### src/rtl/clk_ena_gen_if.sv
// clk_ena_gen_if
// Groups the control inputs and the phase/enable outputs of clk_ena_gen.
// Widths are derived from the same three parameters the generator uses, so
// both sides must be instantiated with matching SAM_DIV / SPS / FRAME_LEN.
//   run, sync          : count enable and synchronous realignment request
//   clk_phase          : sys_clk index within the current sample
//   sam_phase          : sample index within the current symbol
//   sym_count          : symbol index within the current frame
//   sam_clk_ena        : one-cycle sample enable
//   sym_clk_ena        : one-cycle symbol enable
//   frame_ena          : one-cycle frame-boundary enable
// master drives run/sync, slave (the generator) drives everything else.
interface clk_ena_gen_if #(
  parameter int SAM_DIV   = 4,
  parameter int SPS       = 4,
  parameter int FRAME_LEN = 64
);
  localparam int DIV_W = (SAM_DIV   > 1) ? $clog2(SAM_DIV)   : 1;
  localparam int SPS_W = (SPS       > 1) ? $clog2(SPS)       : 1;
  localparam int FRM_W = (FRAME_LEN > 1) ? $clog2(FRAME_LEN) : 1;

  logic             run;
  logic             sync;
  logic [DIV_W-1:0] clk_phase;
  logic [SPS_W-1:0] sam_phase;
  logic [FRM_W-1:0] sym_count;
  logic             sam_clk_ena;
  logic             sym_clk_ena;
  logic             frame_ena;

  modport master (
    output run, sync,
    input  clk_phase, sam_phase, sym_count,
    input  sam_clk_ena, sym_clk_ena, frame_ena
  );

  modport slave (
    input  run, sync,
    output clk_phase, sam_phase, sym_count,
    output sam_clk_ena, sym_clk_ena, frame_ena
  );
endinterface

### src/rtl/clk_ena_gen.sv
// clk_ena_gen
// Cascaded divider producing sample, symbol and frame enables from sys_clk.
// Three counters (sys_clk-in-sample, sample-in-symbol, symbol-in-frame) are
// registered; the enables are decoded combinationally from those registers
// and the current run/sync inputs, so they appear in the same cycle as the
// terminal count with no extra latency.
// Ports:
//   sys_clk : sole clock, rising edge
//   reset   : synchronous, active-high; clears counters, masks enables
//   bus     : clk_ena_gen_if.slave (run, sync in; phases and enables out)
module clk_ena_gen #(
  parameter int SAM_DIV   = 4,
  parameter int SPS       = 4,
  parameter int FRAME_LEN = 64
) (
  input logic          sys_clk,
  input logic          reset,
  clk_ena_gen_if.slave bus
);
  localparam int DIV_W = (SAM_DIV   > 1) ? $clog2(SAM_DIV)   : 1;
  localparam int SPS_W = (SPS       > 1) ? $clog2(SPS)       : 1;
  localparam int FRM_W = (FRAME_LEN > 1) ? $clog2(FRAME_LEN) : 1;

  // Terminal values and increment constants sized to each counter.
  localparam logic [DIV_W-1:0] DIV_LAST = DIV_W'(SAM_DIV - 1);
  localparam logic [SPS_W-1:0] SPS_LAST = SPS_W'(SPS - 1);
  localparam logic [FRM_W-1:0] FRM_LAST = FRM_W'(FRAME_LEN - 1);
  localparam logic [DIV_W-1:0] DIV_ONE  = DIV_W'(1);
  localparam logic [SPS_W-1:0] SPS_ONE  = SPS_W'(1);
  localparam logic [FRM_W-1:0] FRM_ONE  = FRM_W'(1);

  logic [DIV_W-1:0] clkPhase_q, clkPhase_d;
  logic [SPS_W-1:0] samPhase_q, samPhase_d;
  logic [FRM_W-1:0] symCount_q, symCount_d;
  logic             advance;
  logic             samEna;
  logic             symEna;
  logic             frameEna;

  // Enable decode. Reset and sync both suppress counting, so the enables are
  // masked by them here rather than by a separate output stage.
  always_comb begin
    advance  = bus.run & ~bus.sync & ~reset;
    samEna   = advance & (clkPhase_q == DIV_LAST);
    symEna   = samEna  & (samPhase_q == SPS_LAST);
    frameEna = symEna  & (symCount_q == FRM_LAST);
  end

  // Next-state: sync zeroes everything; otherwise each level advances only
  // when the level below reaches its terminal count. Wrapping on equality
  // with the last value keeps non-power-of-two moduli in range.
  always_comb begin
    clkPhase_d = clkPhase_q;
    samPhase_d = samPhase_q;
    symCount_d = symCount_q;
    if (bus.sync) begin
      clkPhase_d = '0;
      samPhase_d = '0;
      symCount_d = '0;
    end else if (bus.run) begin
      clkPhase_d = (clkPhase_q == DIV_LAST) ? '0 : clkPhase_q + DIV_ONE;
      if (samEna) begin
        samPhase_d = (samPhase_q == SPS_LAST) ? '0 : samPhase_q + SPS_ONE;
      end
      if (symEna) begin
        symCount_d = (symCount_q == FRM_LAST) ? '0 : symCount_q + FRM_ONE;
      end
    end
  end

  // Counter registers with synchronous reset taking priority over all else.
  always_ff @(posedge sys_clk) begin
    if (reset) begin
      clkPhase_q <= '0;
      samPhase_q <= '0;
      symCount_q <= '0;
    end else begin
      clkPhase_q <= clkPhase_d;
      samPhase_q <= samPhase_d;
      symCount_q <= symCount_d;
    end
  end

  assign bus.clk_phase   = clkPhase_q;
  assign bus.sam_phase   = samPhase_q;
  assign bus.sym_count   = symCount_q;
  assign bus.sam_clk_ena = samEna;
  assign bus.sym_clk_ena = symEna;
  assign bus.frame_ena   = frameEna;
endmodule

### src/flat_wrapper.sv
// flat-port wrapper written by rule: the top's interface ports become plain ports
module clk_ena_gen_flat 
#(
  parameter int SAM_DIV   = 4,
  parameter int SPS       = 4,
  parameter int FRAME_LEN = 64
)
  (sys_clk, reset, bus_run, bus_sync, bus_clk_phase, bus_sam_phase, bus_sym_count, bus_sam_clk_ena, bus_sym_clk_ena, bus_frame_ena);
  clk_ena_gen_if #(.SAM_DIV(SAM_DIV), .SPS(SPS), .FRAME_LEN(FRAME_LEN)) bus_i ();
  input logic sys_clk;
  input logic reset;
  input wire logic [$bits(bus_i.run)-1:0] bus_run;
  input wire logic [$bits(bus_i.sync)-1:0] bus_sync;
  output wire logic [$bits(bus_i.clk_phase)-1:0] bus_clk_phase;
  output wire logic [$bits(bus_i.sam_phase)-1:0] bus_sam_phase;
  output wire logic [$bits(bus_i.sym_count)-1:0] bus_sym_count;
  output wire logic [$bits(bus_i.sam_clk_ena)-1:0] bus_sam_clk_ena;
  output wire logic [$bits(bus_i.sym_clk_ena)-1:0] bus_sym_clk_ena;
  output wire logic [$bits(bus_i.frame_ena)-1:0] bus_frame_ena;
  assign bus_i.run = bus_run;
  assign bus_i.sync = bus_sync;
  assign bus_clk_phase = bus_i.clk_phase;
  assign bus_sam_phase = bus_i.sam_phase;
  assign bus_sym_count = bus_i.sym_count;
  assign bus_sam_clk_ena = bus_i.sam_clk_ena;
  assign bus_sym_clk_ena = bus_i.sym_clk_ena;
  assign bus_frame_ena = bus_i.frame_ena;
  clk_ena_gen #(.SAM_DIV(SAM_DIV), .SPS(SPS), .FRAME_LEN(FRAME_LEN)) u_core (.sys_clk(sys_clk), .reset(reset), .bus(bus_i));
endmodule
### config.mk
export PLATFORM = sky130hd
export DESIGN_NAME = clk_ena_gen_flat
export DESIGN_NICKNAME = d
export VERILOG_FILES = /design/src/rtl/clk_ena_gen_if.sv /design/src/rtl/clk_ena_gen.sv /design/src/flat_wrapper.sv
export SDC_FILE = /design/constraint.sdc
export NUM_CORES = 1
export LEC_CHECK = 0
export CORE_AREA = 2 2 39 41
export CTS_BUF_LIST = sky130_fd_sc_hd__clkbuf_2
export DETAILED_ROUTE_END_ITERATION = 8
export DIE_AREA = 0 0 41 43
export GPL_ROUTABILITY_DRIVEN = 1
export HOLD_SLACK_MARGIN = 0.1
export PLACE_DENSITY = 0.69
export SLEW_MARGIN = 40
export SYNTH_ARGS = -nofsm -noshare
export SYNTH_HDL_FRONTEND = slang
export SYNTH_SLANG_ARGS = --single-unit
### constraint.sdc
create_clock -name sys_clk -period 2 [get_ports sys_clk]
set_input_delay 0.4 -clock sys_clk [delete_from_list [all_inputs] [get_ports sys_clk]]
set_output_delay 0.4 -clock sys_clk [all_outputs]
set_load 0.01 [all_outputs]
==> metrics.txt, run 1 <==
outcome complete, no violations; Buf+Inv Stages, Crit Path 2; Crit Path Max Fanout 6; Worst IR Drop VDD 0.238 mV; sequential share of the synthesized area 38.7%; post-DR wirelength/cell ~12 µm; Clock transition at path regs about 100 ps; clk root buf clkbuf_2; # hold bufs at CTS 0; drt first-iter violations 8; vias after detailed routing 561; Reg2Reg Setup Slack 450 ps; top cells by area, synth dfxtp_1 39%, mux2i_1 7.7%, ha_1 7.3%; Fin. Hold Viols 0; distinct cell type count after synthesis 24; HP Class flip-flop to flip-flop; # fillers approximately 140; Lkg Pwr 0.353 nW; number of CTS-inserted buffers 3; post-synth top area share 38.7%; fmax roughly 510 MHz; placed cell count 103; Final GP Congestion roughly 0.76; adder-cell share of the synthesized area under 10%; final period utilization 98.3%; grt ovf 0; XOR/XNOR Fraction of Synth Area under 10%; Pins Over Slew Limit 0; Final Power 0.000342 W; worst path cell trace clkdlybuf4s50_1 > or2_2 > nor2_1 > dlygate4sd2_1; worst setup path class input pin to output port; Die H 43 µm; DR pass1 iterations 2; post-route setup TNS 0 ps; largest family of logic cells by synthesized area simple AND/OR/NAND/NOR gates; P per Cell Area 433 nW/µm²; H-tree depth 1; overall routed net length between 1000 and 1500 µm; final cell count without fillers 106; Sink Count 10; Final ANT Viol Nets 0; mux cell area share after synthesis under 10%; Initial Utilization 37.3%; Fin Clk Skew slightly below 3 ps; post-CTS setup buffer count 0; vias in the first global route 469; worst slack, placed -297 ps; crit-path max cell delay 390 ps; CP delay by family, top buffers and inverters; Ant. Diodes 0; PnR worst setup slack 33.9 ps; crit path DAT 1570 ps; die area 1760 µm²; initial antenna violation count 0; # nets final 99; Tmin final 1970 ps; Post-Synth Simple-Gate Area 28.1%; synthesized area 517 µm²; Avg Inst Size Synth between 8 and 9 µm²; RSZ-0062 raised after global routing no; kind of end point of the critical path output port; DP HPWL approximately 940 µm; CP Launch Type input pin; Post-Syn Nets just under 70; Compound-Gate Fraction of Synth Area 12.1%; gr usage total 15.8%; Worst-Margin Slew approximately 220 ps; Ports 17; largest area contributor in the synthesized netlist dfxtp_1; Finish-stage setup viols 0; P&R area growth vs syn 53.0%; vias per cell 5.29; DIE WIDTH 41 µm; Clock Latency Late Sink 250 ps; Ys Warns 0; CTS tree done; share of layout cells above drive strength 1 24.4%; drc violations 0; Mapped Cells 61; CP required about 1600 ps; CP max-delay cell clkdlybuf4s50_1; I/O Buffers 16; largest net degree at the start of global routing 9; maximum root-to-sink buffer count 2; core area around 1400 µm²; Final Hold Slack 486 ps; slew margin rel. roughly 85%; Max-Cap Viols 0; first-pass GRT wire length 1870 µm; Rows 14; Yosys reg bits 10
-- worst register-to-register path: cells and delay by family, from the launching register on --
kind	cells	cell delay (ps)
simple gates	2	660
flops	1	370
fa+ha+maj	1	170
buf+inv	1	150
compound gates	1	150
-- path summary, 6_finish.rpt --
kind	from	to	cells after the start
setup / recovery	bus_sync	bus_sym_clk_ena	4
hold / removal	u_core.bus.sam_phase[1]	u_core.bus.sam_phase[1]	2
setup reg to reg	u_core.bus.clk_phase[1]	u_core.bus.sym_count[5]	5
hold reg to reg	u_core.bus.sam_phase[1]	u_core.bus.sam_phase[1]	2
-- layout by cell type (no fill, tap or decap), types with 2 or more instances in the layout --
cell type	n
ha_1	3
nand2_1	7
clkdlybuf4s50_1	13
buf_4	14
clkbuf_2	4
dlygate4sd2_1	2
dfxtp_1	10
nand3_1	4
mux2i_1	4
a21oi_1	4
nor2_1	10
-- through the flow --
| step | area [µm²] | util [%] |
|---|---|---|
| final | 791 | 57.1 |
| after global routing | 791 | 57.1 |
| after floorplan | 517 | - |
| after CTS | 796 | 57.5 |
| after global placement | 783 | 56.6 |
| after detailed placement | 783 | 56.6 |
-- kinds of logic after synthesis --
logic type | after synthesis
DFF | 10
AOI/OAI and AO/OA | 9
adders and majority gates | 3
xor gates and xnor gates | 1
buffers and inverters | 5
and+or+nand+nor | 29
muxes | 4
-- Yosys cell counts, drive strengths merged --
library cell	number
clkbuf	3
inv	1
and3	1
nand3	4
a21oi	4
nor2	10
nand2	7
dfxtp	10
a311oi	1
mux2i	4
a31oi	1
or4	1
nor3	1
or2	1
buf	1
and4	1
nand4	2
a41o	1
o31ai	1
or3	1
ha	3
a311o	1
xor2	1
-- where the power goes --
group / total (W) / internal [W] / switching [W]
clock: 0.000112 / 0.0000409 / 0.0000708
combinational: 0.0000294 / 0.0000172 / 0.0000122
sequential: 0.000201 / 0.000200 / 0.000000852
total: 0.000342 / 0.000258 / 0.0000839
-- per-layer routing --
| metal | GRT usage, % | wire length (µm) | vias to the layer above |
|---|---|---|---|
| met4 | 10.0 | 25 | 0 |
| met2 | 22.8 | 600 | 21 |
| met1 | 20.5 | 534 | 255 |
| met5 | 0 | 0 | - |
| met3 | 3.14 | 91 | 4 |
| li1 | - | - | 281 |
-- sequential cells by signal, indices dropped and copies added, names as in the netlist --
signal and cells:
u_core.bus.sym_count 6, u_core.bus.clk_phase 2, u_core.bus.sam_phase 2
-- timing repair --
item | in CTS | in global routing
hold endpoints to repair | 0 | 0
gates cloned | 0 | 0
resized for setup | 4 | 2
setup endpoints to repair | 3 | 1
-- final cells by class --
type                       instances  area, µm²  share of cell area [%]
clock buffer                       3       15.0                    1.90
tap                               16       20.0                    2.53
timing repair buffer              30        258                    32.6
inverter                           1       3.75                   0.475
sequential                        10        200                    25.3
multi-input combinational         46        294                    37.2
Power figures use the tool's default switching activity.
==> run 2: changes to the inputs <==
- CELL_PAD_IN_SITES_DETAIL_PLACEMENT: not set -> 1
- CELL_PAD_IN_SITES_GLOBAL_PLACEMENT: not set -> 1
- CORE_AREA: 2 2 39 41 -> not set
- CORE_MARGIN: not set -> 4
- CORE_UTILIZATION: not set -> 33
- DIE_AREA: 0 0 41 43 -> not set
- PLACE_DENSITY: 0.69 -> not set
- PLACE_DENSITY_LB_ADDON: not set -> 0.1
==> run 2 against run 1 <==
Compared with the run above:
- clock power grew 8%
- combinational power is 2% lower
- cell count did not move
- clock-buffer cell count unchanged
- critical path depth increased by 1
- largest power group unchanged
- highest routed layer is now met3
==> metrics.txt, run 2 (synthesis gave the netlist of run 1 again) <==
final period utilization 95.1% (-3.3 points); Final GP Congestion 0.767 (+0.42%); GR Util met1 19.1% (-1.4 points); outcome complete, no violations; Clock transition at path regs 120 ps (+20 ps); P per Cell Area 443 nW/µm² (+2.3%); CP max-delay cell clkdlybuf4s50_1; crit-path max cell delay 480 ps (+90 ps); post-CTS setup buffer count 0 (unchanged); worst setup path class input pin to output port; Max-Cap Viols 0 (unchanged); HP Class flip-flop to flip-flop; fmax 526 MHz (+3.4%); M3 GR Usage 4.89% (+1.7 points); worst reg-to-reg path cell count 5 (unchanged); gr usage total 15.1% (-0.70 points); Worst-Margin Slew 215 ps (-1.39 ps); CP Launch Type input pin; core area 1490 µm² (+7.6%); largest net degree at the start of global routing 9 (unchanged); DIE WIDTH 47.6 µm (+16%); grt ovf 0 (unchanged); # fillers 191 (+35%); share of layout cells above drive strength 1 23.3% (-1.1 points); Reg area 200 µm² (unchanged); routing usage on met2 24.9% (+2.1 points); # nets final 98 (-1.0%); post-DR wirelength/cell 12.7 µm (+7.8%); Fin. Hold Viols 0 (unchanged); post-route setup TNS 0 ps (unchanged); Reg2Reg Setup Slack 440 ps (about the same); clk root buf clkbuf_2; Crit Path Max Fanout 7 (+1); Ports 17 (unchanged); vias in the first global route 554 (+18%); placed cell count 102 (-0.97%); CTS tree done; RSZ-0062 raised after global routing no; Pins Over Slew Limit 0 (unchanged); Placed Area 776 µm² (-0.96%); Final ANT Viol Nets 0 (unchanged); Lkg Pwr 0.346 nW (-2.2%); Ant. Diodes 0 (unchanged); Initial Utilization 34.7% (-2.6 points); CP required 1600 ps (about the same); Clock Latency Late Sink 250 ps (about the same); drc violations 0 (unchanged); kind of end point of the critical path output port; number of CTS-inserted buffers 3 (unchanged); CP Capture Point bus_sym_clk_ena; commonest cells after routing, fill and taps aside 13 x clkdlybuf4s50_1, 13 x buf_4, 10 x nor2_1, 10 x dfxtp_1, 7 x nand2_1; area of the multi-input gates 298 µm² (+1.3%); vias after detailed routing 545 (-2.9%); worst path cell trace clkdlybuf4s50_1 > buf_4 > nand3_1 > nor2_1 > clkdlybuf4s15_1; DR pass1 iterations 4 (+2); Tmin final 1900 ps (-65.1 ps); overall routed net length 1350 µm (+7.8%); I/O Buffers 16 (unchanged); FF-to-FF End u_core.bus.sym_count[5]; DP HPWL 1070 µm (+14%); maximum root-to-sink buffer count 2 (unchanged); Die H 47.6 µm (+11%); drt first-iter violations 3 (-5); Rows 14 (unchanged); grt peak-use layer met2; slew margin rel. 85.6% (+0.093 points); first-pass GRT wire length 2460 µm (+32%); Finish-stage setup viols 0 (unchanged); crit path DAT 1500 ps (-70 ps); vias per cell 5.14 (-2.9%); final cell count without fillers 106 (unchanged); RR Startpoint u_core.bus.sam_phase[0]; Worst IR Drop VDD 0.287 mV (+21%); max reg flops 6 (unchanged); Sink Count 10 (unchanged); initial antenna violation count 0 (unchanged); die area 2260 µm² (+28%); H-tree depth 1 (unchanged); Worst Setup SP bus_run; Final Cell Area 793 µm² (+0.32%); P&R area growth vs syn 53.5%; Fin Clk Skew 5.76 ps (+2.80 ps); Final Hold Slack 534 ps (+48.1 ps)
-- run 2: worst min-delay path by stage --
stage	start	cells after the start	end
after floorplan	u_core.bus.sam_phase[1]	2	u_core.bus.sam_phase[1]
after global placement	u_core.bus.sym_count[5]	2	u_core.bus.sym_count[5]
after detailed placement	u_core.bus.clk_phase[1]	2	u_core.bus.clk_phase[1]
after CTS	u_core.bus.sym_count[0]	2	u_core.bus.sym_count[0]
after global routing	u_core.bus.clk_phase[1]	2	u_core.bus.clk_phase[1]
final	u_core.bus.sym_count[0]	2	u_core.bus.sym_count[0]
-- run 2: metal layers --
metal / vias to the layer above / share of wire, %
li1: 279 / -
met1: 258 / 43
met4: 0 / 0
met3: 0 / 3.6
met5: - / 0
met2: 8 / 53
-- run 2: what timing repair did --
action	4_1_cts	5_1_grt
setup endpoints to repair	3	2
hold buffers	0	0
gates resized for setup	6	4
-- run 2: critical path, delay by kind of cell --
kind | cells | cell delay (ps)
buf+inv | 3 | 890
simple gates | 2 | 200
-- run 2: report_power, final --
part	switching, W	internal [W]	leakage, nW
clock network	0.0000777	0.0000435	0.0140
logic	0.0000123	0.0000167	0.251
registers	0.000000768	0.000200	0.0807
total	0.0000907	0.000261	0.346
-- run 2: final cells by class --
cell class,instances,area share [%]
clock buffer,3,1.89
sequential,10,25.2
inverter,1,0.473
clock inverter,1,0.473
multi-input combinational,46,37.5
timing repair buffer,29,31.9
tap,16,2.52
-- run 2: through the flow --
stage / setup WS, ps / utilization [%] / power [W]
after floorplan: 312 / - / 0.000219
after global placement: -301 / 52.1 / 0.000233
after detailed placement: -327 / 52.1 / 0.000234
after CTS: 14.7 / 53.4 / 0.000357
after global routing: 4.35 / 53.3 / 0.000373
final: 99.0 / 53.3 / 0.000351
==> run 3: changes to the inputs <==
- ABC_CLOCK_PERIOD_IN_PS: not set -> 2000
==> results of run 3 <==
Final layout, timing and power as in run 2 (identical DEF).
